### src/rtl/approx_mult_err_monitor.sv
// approx_mult_err_monitor: batch error statistics for a signed 8x8 approximate multiplier.
// For each accepted beat it forms the exact product and |approx - exact|. Over a batch of
// N beats it accumulates the saturating error sum, the worst-case error, the count of
// erroneous samples and the count of samples.
// Optional feature: define APPROX_ERR_BIAS_EN to add err_bias, a signed saturating sum of
// (approx - exact).
module approx_mult_err_monitor #(
  parameter int unsigned SUM_W = 32,
  parameter int unsigned CNT_W = 16
) (
  input  logic                    clk,
  input  logic                    rst,
  input  logic                    start,
  input  logic [CNT_W-1:0]        num_samples,
  input  logic                    in_valid,
  output logic                    in_ready,
  input  logic [7:0]              op_a,
  input  logic [7:0]              op_b,
  input  logic [15:0]             approx_p,
  output logic                    busy,
  output logic                    done,
  output logic [SUM_W-1:0]        err_sum,
  output logic                    err_sum_sat,
  output logic [16:0]             err_max,
  output logic [CNT_W-1:0]        err_cnt,
`ifdef APPROX_ERR_BIAS_EN
  output logic signed [SUM_W-1:0] err_bias,
`endif
  output logic [CNT_W-1:0]        sample_cnt
);

  typedef enum logic [1:0] {StIdle, StRun, StDrain, StDone} state_e;

  state_e state_q, state_d;

  logic [CNT_W-1:0] n_q, acc_cnt_q, acc_inc;
  logic             accept, start_acc, acc_last;

  // S1: exact product and sign-extended approximate product.
  logic               s1_valid_q;
  logic signed [16:0] s1_exact_q, s1_approx_q;
  logic signed [15:0] a_ext, b_ext, prod;

  // S2: signed difference and its magnitude.
  logic               s2_valid_q;
  logic signed [16:0] s2_diff_q, diff;
  logic [16:0]        s2_abs_q, abs_err;

  logic [SUM_W-1:0] err_sum_q, err_sum_d;
  logic [SUM_W:0]   sum_ext;
  logic             err_sum_sat_q;
  logic [16:0]      err_max_q;
  logic [CNT_W-1:0] err_cnt_q, sample_cnt_q;

  assign accept    = in_valid & in_ready;
  assign start_acc = (state_q == StIdle) & start;
  assign acc_inc   = acc_cnt_q + CNT_W'(1);
  assign acc_last  = (acc_inc == n_q);

  // FSM state register.
  always_ff @(posedge clk) begin
    if (rst) state_q <= StIdle;
    else     state_q <= state_d;
  end

  // FSM next state.
  always_comb begin
    state_d = state_q;
    case (state_q)
      StIdle:  if (start) state_d = (num_samples == '0) ? StDone : StRun;
      StRun:   if (accept && acc_last) state_d = StDrain;
      StDrain: if (!s1_valid_q && !s2_valid_q) state_d = StDone;
      StDone:  state_d = StIdle;
      default: state_d = StIdle;
    endcase
  end

  // FSM outputs; leaving RUN on the last accept is what drops in_ready.
  always_comb begin
    in_ready = 1'b0;
    busy     = 1'b0;
    done     = 1'b0;
    case (state_q)
      StRun: begin
        in_ready = 1'b1;
        busy     = 1'b1;
      end
      StDrain: busy = 1'b1;
      StDone:  done = 1'b1;
      default: ;
    endcase
  end

  // Batch length latch and accept counter.
  always_ff @(posedge clk) begin
    if (rst) begin
      n_q       <= '0;
      acc_cnt_q <= '0;
    end else if (start_acc) begin
      n_q       <= num_samples;
      acc_cnt_q <= '0;
    end else if (accept) begin
      acc_cnt_q <= acc_inc;
    end
  end

  assign a_ext = {{8{op_a[7]}}, op_a};
  assign b_ext = {{8{op_b[7]}}, op_b};
  assign prod  = a_ext * b_ext;

  // S1 register: the 8x8 signed product always fits 16 bits (max 16384).
  always_ff @(posedge clk) begin
    if (rst) begin
      s1_valid_q  <= 1'b0;
      s1_exact_q  <= '0;
      s1_approx_q <= '0;
    end else begin
      s1_valid_q <= accept;
      if (accept) begin
        s1_exact_q  <= {prod[15], prod};
        s1_approx_q <= {approx_p[15], approx_p};
      end
    end
  end

  assign diff    = s1_approx_q - s1_exact_q;
  assign abs_err = diff[16] ? $unsigned(-diff) : $unsigned(diff);

  // S2 register: |diff| peaks at 49152, so 17 bits never overflow.
  always_ff @(posedge clk) begin
    if (rst) begin
      s2_valid_q <= 1'b0;
      s2_diff_q  <= '0;
      s2_abs_q   <= '0;
    end else begin
      s2_valid_q <= s1_valid_q;
      if (s1_valid_q) begin
        s2_diff_q <= diff;
        s2_abs_q  <= abs_err;
      end
    end
  end

  assign sum_ext   = {1'b0, err_sum_q} + (SUM_W+1)'(s2_abs_q);
  assign err_sum_d = sum_ext[SUM_W] ? '1 : sum_ext[SUM_W-1:0];

  // Accumulators: cleared on reset and on an accepted start, updated from S2.
  always_ff @(posedge clk) begin
    if (rst || start_acc) begin
      err_sum_q     <= '0;
      err_sum_sat_q <= 1'b0;
      err_max_q     <= '0;
      err_cnt_q     <= '0;
      sample_cnt_q  <= '0;
    end else if (s2_valid_q) begin
      err_sum_q    <= err_sum_d;
      sample_cnt_q <= sample_cnt_q + CNT_W'(1);
      if (sum_ext[SUM_W])       err_sum_sat_q <= 1'b1;
      if (s2_abs_q > err_max_q) err_max_q     <= s2_abs_q;
      if (s2_abs_q != '0)       err_cnt_q     <= err_cnt_q + CNT_W'(1);
    end
  end

  assign err_sum     = err_sum_q;
  assign err_sum_sat = err_sum_sat_q;
  assign err_max     = err_max_q;
  assign err_cnt     = err_cnt_q;
  assign sample_cnt  = sample_cnt_q;

`ifdef APPROX_ERR_BIAS_EN
  logic signed [SUM_W-1:0] err_bias_q, err_bias_d;
  logic signed [SUM_W:0]   bias_ext;

  assign bias_ext = (SUM_W+1)'(err_bias_q) + (SUM_W+1)'(s2_diff_q);

  // Clamp when the extra sign bit disagrees with the result's sign bit.
  always_comb begin
    err_bias_d = bias_ext[SUM_W-1:0];
    if (bias_ext[SUM_W] != bias_ext[SUM_W-1]) begin
      err_bias_d = bias_ext[SUM_W] ? {1'b1, {(SUM_W-1){1'b0}}} : {1'b0, {(SUM_W-1){1'b1}}};
    end
  end

  // Signed bias accumulator.
  always_ff @(posedge clk) begin
    if (rst || start_acc) err_bias_q <= '0;
    else if (s2_valid_q)  err_bias_q <= err_bias_d;
  end

  assign err_bias = err_bias_q;
`endif

endmodule

### config.mk
export PLATFORM = sky130hd
export DESIGN_NAME = approx_mult_err_monitor
export DESIGN_NICKNAME = d
export VERILOG_FILES = /design/src/rtl/approx_mult_err_monitor.sv
export SDC_FILE = /design/constraint.sdc
export NUM_CORES = 1
export LEC_CHECK = 0
export BUFFER_PORTS_ARGS = -buffer_cell sky130_fd_sc_hd__buf_2
export CORE_MARGIN = 1.5
export CORE_UTILIZATION = 60
export DETAILED_ROUTE_END_ITERATION = 10
export GPL_TIMING_DRIVEN = 0
export PLACE_DENSITY = 0.82
export SYNTH_ARGS = -nofsm -noshare
export SYNTH_HDL_FRONTEND = slang
export SYNTH_SLANG_ARGS = --single-unit
### constraint.sdc
create_clock -name clk -period 5.09 [get_ports clk]
set_input_delay 0.509 -clock clk [delete_from_list [all_inputs] [get_ports clk]]
set_output_delay 0.509 -clock clk [all_outputs]
set_load 0.01 [all_outputs]
==> results of run 1 <==
[registers in the layout, indices dropped and copies added (netlist names)]
signal       cells
state_q          2
sample_cnt      16
err_sum         32
n_q             16
acc_cnt_q       16
s1_exact_q      16
err_max         17
s2_valid_q       1
err_sum_sat      1
err_cnt         16
s2_abs_q        17
s1_valid_q       1
s1_approx_q     16
[worst max path at each step]
stage                       start              to  slack, ns  depth (start not counted)
after floorplan           op_a[3]  s1_exact_q[15]       0.51                         18
after global placement    op_a[3]  s1_exact_q[15]      0.001                         19
after detailed placement  op_a[3]  s1_exact_q[15]       0.01                         19
after CTS                 op_a[3]  s1_exact_q[15]       0.42                         19
after global routing      op_a[3]  s1_exact_q[15]       0.12                         19
final                     op_a[3]  s1_exact_q[15]       0.44                         19
[routing by layer]
layer,part of all wire (%),vias to the layer above
li1,-,5067
met1,42,4878
met2,50,325
met3,5.4,52
met4,2.6,0
met5,0,-
[Yosys cell counts (all sizes together) (4+ instances only)]
cell type	count
dfxtp	167
fa	57
xnor2	60
buf	10
mux2i	27
nand2b	11
o211ai	4
a211oi	19
nor4	9
and2	54
xor2	58
inv	143
a21boi	4
nand2	152
a31oi	27
a21oi	92
o21ai	58
and4	8
nor2b	15
clkbuf	39
and3	15
nand3	47
o31ai	6
or3	12
o21a	8
nor3	20
nor2	126
a21o	18
ha	88
nand4	15
[cell usage in the layout (no fill, tap or decap), types with 8 or more instances in the layout]
cell type  netlist  final
a211oi_1        19     19
a21o_1          18     18
a21oi_1         92     92
a31oi_1         27     27
and2_1          54     54
and3_1          14     14
and4_1           8      8
buf_2            4    139
clkbuf_1        39     39
clkbuf_16        0     17
dfxtp_1        167    167
fa_1            57     57
ha_1            88     88
inv_1          143    143
mux2i_1         27     27
nand2_1        152    152
nand2b_1        11     11
nand3_1         46     46
nand4_1         15     15
nor2_1         125    125
nor2b_1         15     15
nor3_1          19     19
nor4_1           9      9
o21a_1           8      8
o21ai_0         58     58
xnor2_1         60     60
xor2_1          58     58
[cell families after synthesis]
group | share of synthesized area (%)
AOI/OAI and AO/OA | 14.1
xor gates and xnor gates | 8.86
adders and majority gates | 19.2
buffers and inverters | 6.32
DFF | 28.7
muxes | 2.41
and+or+nand+nor | 20.4
[power groups by stage]
stage          clock network [mW]  registers, mW  logic (mW)
2_1_floorplan                   0           1.52        2.50
3_3_place_gp                    0           1.55        3.01
3_5_place_dp                    0           1.56        3.12
4_1_cts                      1.39           1.53        3.13
5_1_grt                      1.46           1.54        3.54
6_report                     1.39           1.53        3.14
[tightest hold or removal path: stages]
cell,delay [ns]
buf_2,0.10
nand2_1,0.05
a21oi_1,0.05
[through the flow]
step | area [um^2] | instances | setup WS (ns)
global placement | 12700 | 1803 | 0.00114
floorplan | 11700 | 1408 | 0.511
CTS | 13300 | 1834 | 0.425
finish | 13300 | 1835 | 0.439
global route | 13300 | 1835 | 0.122
detailed placement | 12700 | 1803 | 0.0118
[area by class of cell]
class / count / area share [%]
multi-input cells: 1049 / 57.0
flip-flops and latches: 167 / 25.1
repair buffers: 135 / 5.08
inverters: 143 / 4.03
clock buffers: 18 / 3.30
well taps: 260 / 2.45
plain buffers: 49 / 1.50
clock inverters: 13 / 1.45
diodes: 1 / 0.0188
==> flow_summary.json, run 1 <==
{
  "drv_cap": 0,
  "crit_family": "adder cells",
  "slowest_stage": "fa_1",
  "status": "finished, final reports clean",
  "die_area_um2": 20300,
  "switchingPower_mw": 2.51,
  "cp_data_arrival_time_ns": 4.96,
  "hp-start": "num_samples[9]",
  "critPathLaunchType": "input pin",
  "setup_tns_ns": 0,
  "num-fill-cells": 1483,
  "ys_async_sr_fraction_pct": 0,
  "antenna_left": 0,
  "core_area_um2": 18900,
  "power.internal_mw": 3.56,
  "gp_routability_congestion": 0.940,
  "via_per_inst": 5.63,
  "multi_input_area_um2": 7590,
  "ys_types": 64,
  "post_cts_buffers": 0,
  "criticalPathCategory": "input pin to register",
  "cts.sinks": 167,
  "p_total_mw": 6.07,
  "ys_ff_latch": 167,
  "top_usage_layer": "met2",
  "seqCellArea_um2": 3340,
  "comb_power_share_pct": 51.8,
  "grt_usage_pct": 27.9,
  "drt-total-wl_um": 27800,
  "yosysSeqAreaShare_pct": 28.7,
  "avgSynthCellArea_um2": 8.29,
  "ctsResizeCount": 0,
  "clk_pin_slew_ns": 0.07,
  "clk_latency_ns": 0.44,
  "min_path_cells": 3,
  "drc": 0,
  "cts_buffers": 17,
  "cts_hold_buf": 0,
  "cpMostUsedCell": "inv_1",
  "wire_per_inst_um": 15.2,
  "min_to": "n_q[9]",
  "timing.slew.headroom_pct": 51.1,
  "fin_nets": 1759,
  "post-route-util_pct": 70.4,
  "rsz0062_at_grt": "false",
  "ios": 137,
  "power_frac_seq_pct": 25.3,
  "met1_usage_pct": 33.5,
  "worstPathMaxFanout": 8,
  "synth.area.top_cells": "dfxtp_1 29%, fa_1 9.8%, ha_1 9.4%, nand2_1 4.9%, inv_1 4.6%",
  "min_path_type": "input pin to register",
  "max_stage_delay_ns": 0.54,
  "grt_util_met3_pct": 4.68,
  "grt_max_degree": 17,
  "cts_root_buf": "clkbuf_16",
  "grtUsageMet2_pct": 49.7,
  "rows": 50,
  "fmax_mhz": 215,
  "grt_pass1_vias": 9953,
  "port_buffers": 135,
  "drtIter0Drc": 614,
  "synthesis.nets": 1605,
  "fin_hold_ws_ns": 0.309,
  "yosys_warnings": 0,
  "peakVddDrop_mv": 0.329,
  "slew_viol_final": 0,
  "reg2reg_depth": 12,
  "cp_cell_sequence": "buf_2 -> and2_1 -> fa_1 -> inv_1 -> fa_1 -> inv_1 -> fa_1 -> inv_1 -> fa_1 -> inv_1 -> ha_1 -> inv_1 -> o21ai_0 -> a21oi_1 -> o21ai_0 -> a41o_1 -> o41ai_1 -> mux2i_1 -> o31ai_1",
  "dp_hpwl_um": 21600,
  "end_kind": "register",
  "p_clk_share_pct": 22.9,
  "netlist_instances": 1408,
  "tritoncts": "built",
  "vias": 10322,
  "initial_core_util_pct": 61.8,
  "setup_viol": 0,
  "worst_slew_pin_slew_ns": 0.734,
  "die_w_um": 142,
  "p_per_area_nw_per_um2": 456,
  "h-tree-depth": 4,
  "hold_viol": 0,
  "synth_top_area_share_pct": 28.7,
  "finalCritPeriodShare_pct": 91.4,
  "critPathRequiredTime_ns": 5.40,
  "sw_frac_of_total_pct": 41.4,
  "drtPass1Iterations": 5,
  "grt_pass1_wl_um": 45600,
  "path_buf_inv": 6,
  "final.setup_skew_ns": 0.00983,
  "reg2reg_from": "s2_abs_q[0]",
  "r2r-end": "err_sum[7]",
  "clockBufferDepth": 2,
  "leakagePower_nw": 5.75,
  "synth_edf_count": 0,
  "antenna_found_initial": 1,
  "period_needed_ns": 4.65,
  "synth.largest_area_cell": "dfxtp_1",
  "layout-drive-gt1-share_pct": 12.2,
  "synthFlopType": "dfxtp_1",
  "netlist_area_um2": 11700,
  "die_h_um": 142,
  "reg2reg_slack_ns": 1.66,
  "grt_overflow": 0,
  "area_growth_pct": 14.0
}
Note: power is estimated with default switching activity, not from simulation.
==> inputs of run 2 (changes only) <==
- RECOVER_POWER: not set -> 100
==> run 2 against run 1 <==
  * Flip-flop and latch count stayed put
  * Combinational power about the same
  * Via count is 0.33% lower
  * Maximum frequency down 0.33%
  * Count of clock-buffer cells in the layout did not move
  * Core utilization decreased by 0.73 points
  * Die area stayed put
  * Wire length increased by 0.22%
  * Total power decreased by 0.37%
  * Sequential power about the same
  * Worst setup slack got worse by 0.015 ns
  * Hold slack improved by 0.0037 ns
  * Critical endpoint unchanged
  * Largest power group unchanged
==> flow_summary.json, run 2 (same netlist as run 1, synthesis figures left out) <==
{
  "leakagePower_nw": 5.36,
  "final_cell_mix": "167 x dfxtp_1, 152 x nand2_1, 143 x inv_1, 128 x clkbuf_1, 125 x nor2_1",
  "max_stage_delay_ns": 0.54,
  "finalCritPeriodShare_pct": 91.7,
  "final_common_cell": "dfxtp_1",
  "area_growth_pct": 12.8,
  "cts.sinks": 167,
  "die_h_um": 142,
  "setup_tns_ns": 0,
  "antenna_left": 0,
  "fin_hold_ws_ns": 0.313,
  "critPathRequiredTime_ns": 5.40,
  "fin_ws_ns": 0.424,
  "core_area_um2": 18900,
  "grt_pass1_vias": 9953,
  "cp_data_arrival_time_ns": 4.98,
  "largest_reg_flops": 32,
  "cp_cell_sequence": "buf_2 -> and2_0 -> fa_1 -> inv_1 -> fa_1 -> inv_1 -> fa_1 -> inv_1 -> fa_1 -> inv_1 -> ha_1 -> inv_1 -> o21ai_0 -> a21oi_1 -> o21ai_0 -> a41o_1 -> o41ai_1 -> mux2i_1 -> o31ai_1",
  "fmax_mhz": 214,
  "fin_nets": 1759,
  "drv_cap": 0,
  "hold_viol": 0,
  "setup_viol": 0,
  "layout-drive-gt1-share_pct": 6.35,
  "period_needed_ns": 4.67,
  "final.setup_skew_ns": 0.00733,
  "end_kind": "register",
  "min_path_type": "input pin to register",
  "worstPathMaxFanout": 8,
  "reg2reg_slack_ns": 1.55,
  "ctsResizeCount": 0,
  "grt_pass1_wl_um": 45600,
  "slowest_stage": "fa_1",
  "drc": 0,
  "clockBufferDepth": 2,
  "worst_slew_pin_slew_ns": 0.726,
  "tritoncts": "built",
  "critPathLaunchType": "input pin",
  "status": "finished, final reports clean",
  "cts_hold_buf": 0,
  "drtPass1Iterations": 5,
  "grt_usage_pct": 27.9,
  "cpMostUsedCell": "inv_1",
  "clk_latency_ns": 0.44,
  "design_area_um2": 13200,
  "vias": 10288,
  "grt_max_degree": 17,
  "drtIter0Drc": 623,
  "pre_cts_slack_ns": 0.0118,
  "p_per_area_nw_per_um2": 459,
  "drt-total-wl_um": 27900,
  "die_w_um": 142,
  "slew_viol_final": 0,
  "ios": 137,
  "rows": 50,
  "num-fill-cells": 1536,
  "placed_area_um2": 12700,
  "antenna_found_initial": 1,
  "grt_overflow": 0,
  "initial_core_util_pct": 61.8,
  "rsz0062_at_grt": "false",
  "gp_routability_congestion": 0.940,
  "cts_buffers": 17,
  "h-tree-depth": 4,
  "dp_hpwl_um": 21600,
  "via_per_inst": 5.61,
  "die_area_um2": 20300,
  "timing.slew.headroom_pct": 51.6,
  "criticalPathCategory": "input pin to register",
  "cts_root_buf": "clkbuf_16",
  "port_buffers": 135,
  "post_cts_buffers": 0,
  "wire_per_inst_um": 15.2,
  "peakVddDrop_mv": 0.329,
  "clk_pin_slew_ns": 0.07
}
[run 2: cell types whose count changed in the layout (fill, tap and decap cells not counted), sizes merged]
cell / delta
buf: -89
clkbuf: +89
[run 2: final timing paths]
path	startpoint	endpoint	depth (start not counted)
worst min-delay path	num_samples[9]	n_q[9]	3
worst min register to register	err_sum_sat	err_sum_sat	2
worst max-delay path	op_a[3]	s1_exact_q[15]	19
worst max register to register	s1_approx_q[0]	s2_abs_q[4]	12
[run 2: power by group]
part / internal, mW / switching [mW] / leakage, nW / total [mW]
combinational: 1.28 / 1.84 / 3.71 / 3.12
sequential: 1.42 / 0.111 / 1.35 / 1.53
clock: 0.839 / 0.554 / 0.303 / 1.39
total: 3.54 / 2.50 / 5.36 / 6.05
[run 2: per-layer routing]
layer / GRT usage, % / routed length, um
met3: 4.68 / 1550
met4: 11.0 / 820
met2: 49.7 / 13800
met1: 33.5 / 11800
met5: 0 / 0
[run 2: through the flow]
stage	power (mW)	util [%]	instances
3_3_place_gp	4.56	67.1	1803
6_report	6.05	69.7	1835
2_1_floorplan	4.02	-	1408
5_1_grt	6.52	69.7	1835
4_1_cts	6.06	70.4	1834
3_5_place_dp	4.67	67.1	1803
[run 2: layout make-up]
type	count	area, um^2	area share [%]
multi-input cells	1049	7560	57.4
flip-flops and latches	167	3340	25.4
repair buffers	135	569	4.32
inverters	143	537	4.08
clock buffers	18	439	3.34
well taps	260	325	2.47
plain buffers	49	195	1.48
clock inverters	13	193	1.46
diodes	1	2.50	0.0190
[run 2: worst max-delay path: cells and delay by family]
| family | cells | cell delay (ns) |
|---|---|---|
| AO/OA/AOI/OAI | 6 | 1.26 |
| multiplexers | 1 | 0.24 |
| AND/OR/NAND/NOR | 1 | 0.19 |
| adder cells (fa/ha/maj) | 5 | 2.37 |
| buffers and inverters | 6 | 0.40 |
